File: config.mk
export PLATFORM = sky130hd
export DESIGN_NAME = knn_seq_topk_flat
export DESIGN_NICKNAME = d
export VERILOG_FILES = /design/src/rtl/knn_seq_topk_if.sv /design/src/rtl/knn_seq_topk.sv /design/src/flat_wrapper.sv
export SDC_FILE = /design/constraint.sdc
export NUM_CORES = 1
export LEC_CHECK = 0
export CORE_MARGIN = 1.5
export CORE_UTILIZATION = 45
export DETAILED_ROUTE_END_ITERATION = 8
export HOLD_SLACK_MARGIN = 0.15
export PLACE_DENSITY = 0.72
export SLEW_MARGIN = 5
export SYNTH_ARGS = -nofsm -noshare
export SYNTH_HDL_FRONTEND = slang
export SYNTH_SLANG_ARGS = --single-unit
File: constraint.sdc
create_clock -name clk -period 6.3 [get_ports clk]
set_input_delay 1.26 -clock clk [delete_from_list [all_inputs] [get_ports clk]]
set_output_delay 1.26 -clock clk [all_outputs]
set_load 0.01 [all_outputs]
File: src/rtl/knn_seq_topk_if.sv
// Handshake bundle for knn_seq_topk: query start, candidate stream, result list.
// Optional res_idx (macro KNN_SEQ_IDX_EN) carries stream index per slot.
interface knn_seq_topk_if #(
  parameter int W = 8,
  parameter int K = 2,
  parameter int N = 16
);
  localparam int DW = $clog2(W + 1);
  localparam int CW = $clog2(N + 1);

  logic            start;
  logic [W-1:0]    query;
  logic            cand_valid;
  logic            cand_ready;
  logic [W-1:0]    cand_data;
  logic            cand_last;
  logic            res_valid;
  logic            res_ready;
  logic [W*K-1:0]  res_val;
  logic [DW*K-1:0] res_dist;
  logic [CW-1:0]   res_cnt;
  logic            busy;
`ifdef KNN_SEQ_IDX_EN
  logic [CW*K-1:0] res_idx;

  modport slave (
    input  start, query, cand_valid,
    input  cand_data, cand_last, res_ready,
    output cand_ready, res_valid, res_val,
    output res_dist, res_cnt, busy, res_idx
  );
  modport master (
    output start, query, cand_valid,
    output cand_data, cand_last, res_ready,
    input  cand_ready, res_valid, res_val,
    input  res_dist, res_cnt, busy, res_idx
  );
`else
  modport slave (
    input  start, query, cand_valid,
    input  cand_data, cand_last, res_ready,
    output cand_ready, res_valid, res_val,
    output res_dist, res_cnt, busy
  );
  modport master (
    output start, query, cand_valid,
    output cand_data, cand_last, res_ready,
    input  cand_ready, res_valid, res_val,
    input  res_dist, res_cnt, busy
  );
`endif
endinterface

File: src/rtl/knn_seq_topk.sv
// Sequential Hamming K-nearest-neighbour engine keeping a sorted top-K list.
// Ports: clk, rst_n (async low), bus (knn_seq_topk_if.slave); KNN_SEQ_IDX_EN adds res_idx.
module knn_seq_topk #(
  parameter int W = 8,
  parameter int K = 2,
  parameter int N = 16
) (
  input  logic clk,
  input  logic rst_n,
  knn_seq_topk_if.slave bus
);
  localparam int DW = $clog2(W + 1);
  localparam int CW = $clog2(N + 1);

  typedef enum logic [1:0] {
    S_IDLE,
    S_STREAM,
    S_DONE
  } state_t;

  state_t          r_state;
  state_t          w_nxt;
  logic [W-1:0]    r_query;
  logic [W-1:0]    r_val  [K];
  logic [DW-1:0]   r_dist [K];
  logic [K-1:0]    r_vld;
  logic [CW-1:0]   r_cnt;
`ifdef KNN_SEQ_IDX_EN
  logic [CW-1:0]   r_idx  [K];
`endif

  logic            w_acc;
  logic            w_term;
  logic [DW-1:0]   w_d;
  logic [K-1:0]    w_hit;
  logic [K-1:0]    w_pre;
  logic [CW-1:0]   w_fill;

  assign bus.cand_ready = (r_state == S_STREAM);
  assign bus.res_valid  = (r_state == S_DONE);
  assign bus.busy       = (r_state != S_IDLE);

  assign w_acc  = bus.cand_valid & bus.cand_ready;
  assign w_term = w_acc &
    (bus.cand_last | (r_cnt == CW'(N - 1)));

  always_comb begin
    w_d = '0;
    for (int b = 0; b < W; b++)
      w_d = w_d + DW'(r_query[b] ^ bus.cand_data[b]);
  end

  // w_pre[i]: an earlier slot takes the newcomer, so slot i shifts.
  always_comb begin
    w_hit = '0;
    w_pre = '0;
    for (int i = 0; i < K; i++)
      w_hit[i] = !r_vld[i] || (r_dist[i] > w_d);
    for (int i = 1; i < K; i++)
      w_pre[i] = w_pre[i-1] | w_hit[i-1];
  end

  always_comb begin
    w_fill = '0;
    for (int i = 0; i < K; i++)
      w_fill = w_fill + CW'(r_vld[i]);
  end
  assign bus.res_cnt = w_fill;

  for (genvar g = 0; g < K; g++) begin : g_out
    assign bus.res_val[W*g +: W]    = r_val[g];
    assign bus.res_dist[DW*g +: DW] = r_dist[g];
`ifdef KNN_SEQ_IDX_EN
    assign bus.res_idx[CW*g +: CW]  = r_idx[g];
`endif
  end

  always_ff @(posedge clk or negedge rst_n) begin
    if (!rst_n) r_state <= S_IDLE;
    else        r_state <= w_nxt;
  end

  always_comb begin
    w_nxt = r_state;
    if (bus.start) begin
      w_nxt = S_STREAM;
    end else begin
      case (r_state)
        S_STREAM: if (w_term)        w_nxt = S_DONE;
        S_DONE:   if (bus.res_ready) w_nxt = S_IDLE;
        default:  w_nxt = r_state;
      endcase
    end
  end

  always_ff @(posedge clk or negedge rst_n) begin
    if (!rst_n) begin
      r_query <= '0;
      r_vld   <= '0;
      r_cnt   <= '0;
      for (int i = 0; i < K; i++) begin
        r_val[i]  <= '0;
        r_dist[i] <= '0;
`ifdef KNN_SEQ_IDX_EN
        r_idx[i]  <= '0;
`endif
      end
    end else if (bus.start) begin
      r_query <= bus.query;
      r_vld   <= '0;
      r_cnt   <= '0;
      for (int i = 0; i < K; i++) begin
        r_val[i]  <= '0;
        r_dist[i] <= '0;
`ifdef KNN_SEQ_IDX_EN
        r_idx[i]  <= '0;
`endif
      end
    end else if (w_acc) begin
      if (r_cnt != CW'(N))
        r_cnt <= r_cnt + 1'b1;
      for (int i = 0; i < K; i++) begin
        if (!w_pre[i] && w_hit[i]) begin
          r_val[i]  <= bus.cand_data;
          r_dist[i] <= w_d;
          r_vld[i]  <= 1'b1;
`ifdef KNN_SEQ_IDX_EN
          r_idx[i]  <= r_cnt;
`endif
        end
      end
      for (int i = 1; i < K; i++) begin
        if (w_pre[i]) begin
          r_val[i]  <= r_val[i-1];
          r_dist[i] <= r_dist[i-1];
          r_vld[i]  <= r_vld[i-1];
`ifdef KNN_SEQ_IDX_EN
          r_idx[i]  <= r_idx[i-1];
`endif
        end
      end
    end
  end
endmodule

File: src/flat_wrapper.sv
// flat-port wrapper written by rule: the top's interface ports become plain ports
module knn_seq_topk_flat 
#(
  parameter int W = 8,
  parameter int K = 2,
  parameter int N = 16
)
  (clk, rst_n, bus_start, bus_query, bus_cand_valid, bus_cand_data, bus_cand_last, bus_res_ready, bus_cand_ready, bus_res_valid, bus_res_val, bus_res_dist, bus_res_cnt, bus_busy);
  knn_seq_topk_if #(.W(W), .K(K), .N(N)) bus_i ();
  input  logic clk;
  input  logic rst_n;
  input wire logic [$bits(bus_i.start)-1:0] bus_start;
  input wire logic [$bits(bus_i.query)-1:0] bus_query;
  input wire logic [$bits(bus_i.cand_valid)-1:0] bus_cand_valid;
  input wire logic [$bits(bus_i.cand_data)-1:0] bus_cand_data;
  input wire logic [$bits(bus_i.cand_last)-1:0] bus_cand_last;
  input wire logic [$bits(bus_i.res_ready)-1:0] bus_res_ready;
  output wire logic [$bits(bus_i.cand_ready)-1:0] bus_cand_ready;
  output wire logic [$bits(bus_i.res_valid)-1:0] bus_res_valid;
  output wire logic [$bits(bus_i.res_val)-1:0] bus_res_val;
  output wire logic [$bits(bus_i.res_dist)-1:0] bus_res_dist;
  output wire logic [$bits(bus_i.res_cnt)-1:0] bus_res_cnt;
  output wire logic [$bits(bus_i.busy)-1:0] bus_busy;
  assign bus_i.start = bus_start;
  assign bus_i.query = bus_query;
  assign bus_i.cand_valid = bus_cand_valid;
  assign bus_i.cand_data = bus_cand_data;
  assign bus_i.cand_last = bus_cand_last;
  assign bus_i.res_ready = bus_res_ready;
  assign bus_cand_ready = bus_i.cand_ready;
  assign bus_res_valid = bus_i.res_valid;
  assign bus_res_val = bus_i.res_val;
  assign bus_res_dist = bus_i.res_dist;
  assign bus_res_cnt = bus_i.res_cnt;
  assign bus_busy = bus_i.busy;
  knn_seq_topk #(.W(W), .K(K), .N(N)) u_core (.clk(clk), .rst_n(rst_n), .bus(bus_i));
endmodule
# --- Yosys cells after proc, flatten, opt, wreduce, memory -nomap -nowiden ---
# Cells that the tools add are included.
totals:
  register_bits: 41
  out_inout_bits: 32
  elab_cells: 75
classes:
  addsub: 9
  n_lt_le_gt_ge: 2
  n_eq_ne: 6
  muxes: 22
  bitwise_logic: 11
  n_reduce_logical: 16
op_table:
  columns: ["operator", "count"]
  rows:
  - ["two-way mux 8 bit", 5]
  - ["two-way mux 16 bit", 2]
  - ["adder 4 bit", 7]
  - ["two-way mux 5 bit", 3]
  - ["two-way mux 4 bit", 3]
  - ["two-way mux 2 bit", 5]
  - ["greater-than comparator 4 bit", 2]
  - ["nonzero test 2 bit", 4]
  - ["bitwise XOR 1 bit", 8]
  - ["inequality test 3 bit, second input constant", 2]
  - ["AND reduction 2 bit", 3]
  - ["nonzero test 3 bit", 2]
  - ["adder 5 x 1 -> 5 bit, second input constant", 1]
  - ["equality test 5 x 4 -> 1 bit, second input constant", 1]
  - ["inequality test 5 bit, second input constant", 1]
  - ["one-hot mux 2 bit (2 select lines)", 1]
  - ["logical NOT 1 bit", 3]
  - ["two-way mux 1 bit", 3]
  - ["AND reduction 3 bit", 1]
  - ["adder 1 x 1 -> 2 bit", 1]
  - ["bitwise AND 1 bit", 2]
  - ["equality test 2 x 1 -> 1 bit, second input constant", 1]
  - ["equality test 2 bit, second input constant", 1]
  - ["logical OR 1 bit", 2]
  - ["2 further kinds", 2]

# --- Logic depth before layout (Yosys ltp) ---
logic_depth:
  ltp_word: 16
  ltp_mapped: 18
  ltp_nobuf: 16

# --- Worst setup path before layout ---
# Ideal clock, no wire load.
synth_path:
  path_type: "input -> register"
  start: "input bus_cand_data[0]"
  end: "register u_core.r_dist (netlist bit u_core.bus.res_dist[4])"
  t_arrival_ps: 5533
  t_required_ps: 6221
  slack_ps: 687
  cell_stages: 18
  n_path_buf: 2
  cell_sequence: "xor2_1 fa_1 fa_1 inv_1 fa_1 inv_1 ha_1 fa_1 inv_1 ha_1 nor2b_1 o211a_1 o31ai_2 buf_4 nand2_4 o31ai_4 buf_6 mux2i_1"
synth_via:
  elab_chain_cells: 14
  word_cells_on_any_way: 20
synth_rtl:
  columns: ["item", "line_no", "rtl"]
  rows:
  - ["start: declaration", "flat_wrapper.sv:15", "input wire logic [$bits(bus_i.cand_data)-1:0] bus_cand_data;"]
  - ["bitwise XOR 1 bit (*)", "knn_seq_topk.sv:50", "w_d = w_d + DW'(r_query[b] ^ bus.cand_data[b]);"]
  - ["adder 4 bit (*) (7 in series)", "knn_seq_topk.sv:50", null]
  - ["greater-than comparator 4 bit", "knn_seq_topk.sv:58", "w_hit[i] = !r_vld[i] || (r_dist[i] > w_d);"]
  - ["logical OR 1 bit", "knn_seq_topk.sv:58", null]
  - ["logical NOT 1 bit", "knn_seq_topk.sv:123", "if (!w_pre[i] && w_hit[i]) begin"]
  - ["logical AND 1 bit", "knn_seq_topk.sv:123", null]
  - ["nonzero test 3 bit (no source line)", null, null]
  - ["AND reduction 2 bit (no source line)", null, null]
  - ["end signal: indexed assignment", "knn_seq_topk.sv:125", "r_dist[i] <= w_d;"]
  - ["end signal: indexed assignment", "knn_seq_topk.sv:135", "r_dist[i] <= r_dist[i-1];"]
  - ["end: declaration", "knn_seq_topk.sv:25", "logic [DW-1:0] r_dist [K];"]
# Every way passes the cells marked *; elsewhere a longest branch is shown, timed or not. The select of a mux whose other input is x is not followed.
# A chain may end at the register's enable or synchronous reset.

# --- Worst setup path in the final report ---
layout_path:
  start: "input bus_cand_data[7]"
  end: "register u_core.r_val (netlist bit u_core.bus.res_val[15])"
layout_via:
  elab_chain_cells: 8
  word_cells_on_any_way: 14
layout_rtl:
  columns: ["item", "line_no", "rtl"]
  rows:
  - ["bitwise XOR 1 bit", "knn_seq_topk.sv:50", null]
  - ["adder 4 bit", "knn_seq_topk.sv:50", null]
  - ["greater-than comparator 4 bit", "knn_seq_topk.sv:58", null]
  - ["logical OR 1 bit", "knn_seq_topk.sv:58", null]
  - ["logical NOT 1 bit", "knn_seq_topk.sv:123", null]
  - ["logical AND 1 bit", "knn_seq_topk.sv:123", null]
  - ["nonzero test 3 bit (no source line)", null, null]
  - ["AND reduction 2 bit (no source line)", null, null]
  - ["end signal: indexed assignment", "knn_seq_topk.sv:124", "r_val[i] <= bus.cand_data;"]
  - ["end signal: indexed assignment", "knn_seq_topk.sv:134", "r_val[i] <= r_val[i-1];"]
  - ["end: declaration", "knn_seq_topk.sv:24", "logic [W-1:0] r_val [K];"]
# Parallel ways exist; a longest one is shown, timed or not. The select of a mux whose other input is x is not followed.

==> flow_metrics.tcl <==
set metrics [dict create \
    status "completed" \
    drtIter0Drc 161 \
    worstPathRequired_ps 6530 \
    port_buffers 50 \
    yosysTopAreaCell "dfrtp_1" \
    synthSimpleGateAreaFrac 0.150 \
    synthXorXnorAreaFrac 0.0426 \
    ys_types 41 \
    leakage_uw 0.00144 \
    layoutNonFillerInstCount 385 \
    async_reset_ff_frac 1.00 \
    crit_chain "clkdlybuf4s50_1 -> xor2_1 -> fa_1 -> fa_1 -> inv_1 -> fa_1 -> inv_1 -> ha_1 -> fa_1 -> inv_1 -> buf_4 -> ha_1 -> nor2b_1 -> o21ai_0 -> maj3_1 -> o21ai_1 -> o31ai_4 -> buf_12 -> mux2i_1" \
    die-area_um2 5930 \
    finalInstanceArea_um2 3180 \
    slowest_stage "clkdlybuf4s50_1" \
    syn-cell-area_um2 2460 \
    cts_resized 0 \
    synth.most_common_cell "dfrtp_1" \
    synthAdderAreaFrac 0.0924 \
    dp_cells 376 \
    clock_latency_ps 300 \
    clk_path_buf_depth 2 \
    maxCapViolations 0 \
    core_area_um2 5200 \
    maxSlewHeadroom 0.400 \
    crit_path_start_kind "input port" \
    crit_family "adder cells" \
    numCtsBuffers 5 \
    critPathMaxFanout 9 \
    cts_hold_buf 0 \
    synthTopCellsByCount "41 x dfrtp_1, 31 x nand2_1, 18 x a21oi_1" \
    worst_pin_slew_ps 899 \
    firstDrtPassIters 4 \
    setup_viol 0 \
    synth_top_family_by_area "compound AO/OA/AOI/OAI gates" \
    finalCriticalPeriod_ps 6020 \
    synthFlopType "dfrtp_1" \
    grt_max_degree 42 \
    vias 2022 \
    cp.buffers_inverters 6 \
    rsz0062_at_grt "no" \
    diodes 0 \
    syn_area_per_cell_um2 9.48 \
    cts_root_buf "clkbuf_8" \
    synth.yosys.seq_area_share 0.416 \
    cts_tree "yes" \
    grt_pass1_wl_mm 9.25 \
    area_growth_pct 29.0 \
    fill_cells 459 \
    cts_max_level 2 \
    path_clk_slew_ps 90 \
    clock-sinks 41 \
    cpMostUsedCell "fa_1" \
    cp_slowest_stage_delay_ps 560 \
    drive_above_1_share 0.108 \
    maxSlewViolCount 0 \
    fmax_ghz 0.166 \
    drc 0 \
    drt-vias-per-instance 5.25 \
    yosysTopAreaCellShare 0.416 \
    critPathKind "in -> reg" \
    ff_latch_area_um2 1030 \
    routed_wl_mm 5.38 \
    ant_nets 0 \
    min_path_type "reg -> reg" \
    synth_compound_area_frac 0.162 \
    cp.arrival_ps 6250 \
    finalCritPeriodShare 0.956 \
    synthMuxAreaShare 0.0772 \
    fin_total_pwr_uw 1190 \
    endpoint_kind "flip-flop" \
    finalNetCount 351 \
    multiInputGateArea_um2 1300 \
    overflow 0 \
    netlist_instances 260 \
    dp_hpwl_mm 3.92 \
    synth-seq-cells 41 \
    synth_edf_count 0 \
    vdd_drop_max_mv 0.235 \
    placed_area_um2 3050 \
    wl_per_cell_um 14.0 \
    hold_viol 0 \
    initial_core_util 0.474 \
    yosysWarnings 0 \
    antenna_found_initial 0 \
    track_usage 0.197 \
    grt_pass1_vias 1913 \
    place.gp.congestion 0.907 \
    fp-row-count 26 \
    powerDensity_nw_per_um2 375 \
    fp.dieH_um 77.0 \
    ios 54 \
    ys_top_cells_by_area "dfrtp_1 42%, ha_1 5.6%, nand2_1 4.7%, mux2i_1 4.1%, a21oi_1 3.7%" \
    fin_skew_ps 9.09 \
    die_w_um 77.0 \
]
## metrics by stage
step	util	worst slack [ps]	hold WS, ps	setup TNS [ps]
after global routing	0.611	28.0	548	0
after CTS	0.607	80.9	539	0
after detailed placement	0.585	-240	520	-1940
after global placement	0.585	-106	512	-937
final	0.611	276	534	0
after floorplan	-	687	501	0
## worst paths after layout
check | start | end | slack (ps) | depth (start not counted)
setup / recovery | bus_cand_data[7] | u_core.bus.res_val[15] | 280 | 19
hold / removal | u_core.r_query[0] | u_core.r_query[0] | 530 | 1
setup reg to reg | u_core.r_query[0] | u_core.bus.res_val[15] | 1400 | 18
hold reg to reg | u_core.r_query[0] | u_core.r_query[0] | 530 | 1
max in group asynchronous | rst_n | u_core.bus.res_dist[0] | 4650 | 1
min in group asynchronous | rst_n | u_core.r_state[1] | 1080 | 1
## layer usage
metal / global-route usage / up-vias / share of wire
li1: - / 999 / -
met1: 0.274 / 972 / 0.46
met2: 0.310 / 44 / 0.48
met3: 0.0393 / 7 / 0.045
met4: 0.0618 / 0 / 0.013
met5: 0 / - / 0
## what timing repair did
action                                  4_1_cts  5_1_grt
hold endpoints to repair                      0        0
buffers inserted                              0        1
endpoints found under the setup margin        0        9
## logic make-up after synthesis
group,after synthesis
DFF,41
xor gates and xnor gates,12
muxes,18
other,1
AOI/OAI and AO/OA,62
adders and majority gates,16
and+or+nand+nor,78
buffers and inverters,32
## state kept, by name, indices dropped and copies added (netlist names)
register	count
u_core.r_cnt	5
u_core.bus.res_val	16
u_core.r_vld	2
u_core.bus.res_dist	8
u_core.r_state	2
u_core.r_query	8
## final cells by class
type,count,share of cell area
Inverter,16,0.0189
Sequential cell,41,0.323
Tap cell,70,0.0275
Clock buffer,5,0.0216
Timing Repair Buffer,61,0.186
Clock inverter,3,0.0138
Multi-Input combinational cell,189,0.410
## power breakdown
| part | leakage (uW) | switching [uW] | internal [uW] |
|---|---|---|---|
| Clock | 0.0000585 | 96.4 | 119 |
| Sequential | 0.000539 | 31.4 | 299 |
| Combinational | 0.000843 | 356 | 290 |
| Total | 0.00144 | 484 | 707 |
## cell usage in the layout (no fill, tap or decap), drive strengths merged, types with 2 or more instances in the layout
master / Yosys / layout
nand2: 32 / 32
a21oi: 18 / 18
a31oi: 5 / 5
nand3: 10 / 10
a21o: 2 / 2
fa: 4 / 4
and3: 10 / 10
ha: 11 / 11
mux2i: 10 / 10
or2: 3 / 3
a21boi: 9 / 9
nand4: 2 / 2
conb: 1 / 3
inv: 16 / 17
clkdlybuf4s50: 0 / 49
a221oi: 2 / 2
nor2b: 4 / 4
xor2: 8 / 8
clkbuf: 8 / 5
nand3b: 2 / 2
o211a: 2 / 2
o21ai: 17 / 17
xnor2: 4 / 4
dfrtp: 41 / 41
o31ai: 2 / 2
mux2: 8 / 8
buf: 8 / 12
nor2: 14 / 14
No activity file was read; power rests on OpenSTA's default activity.
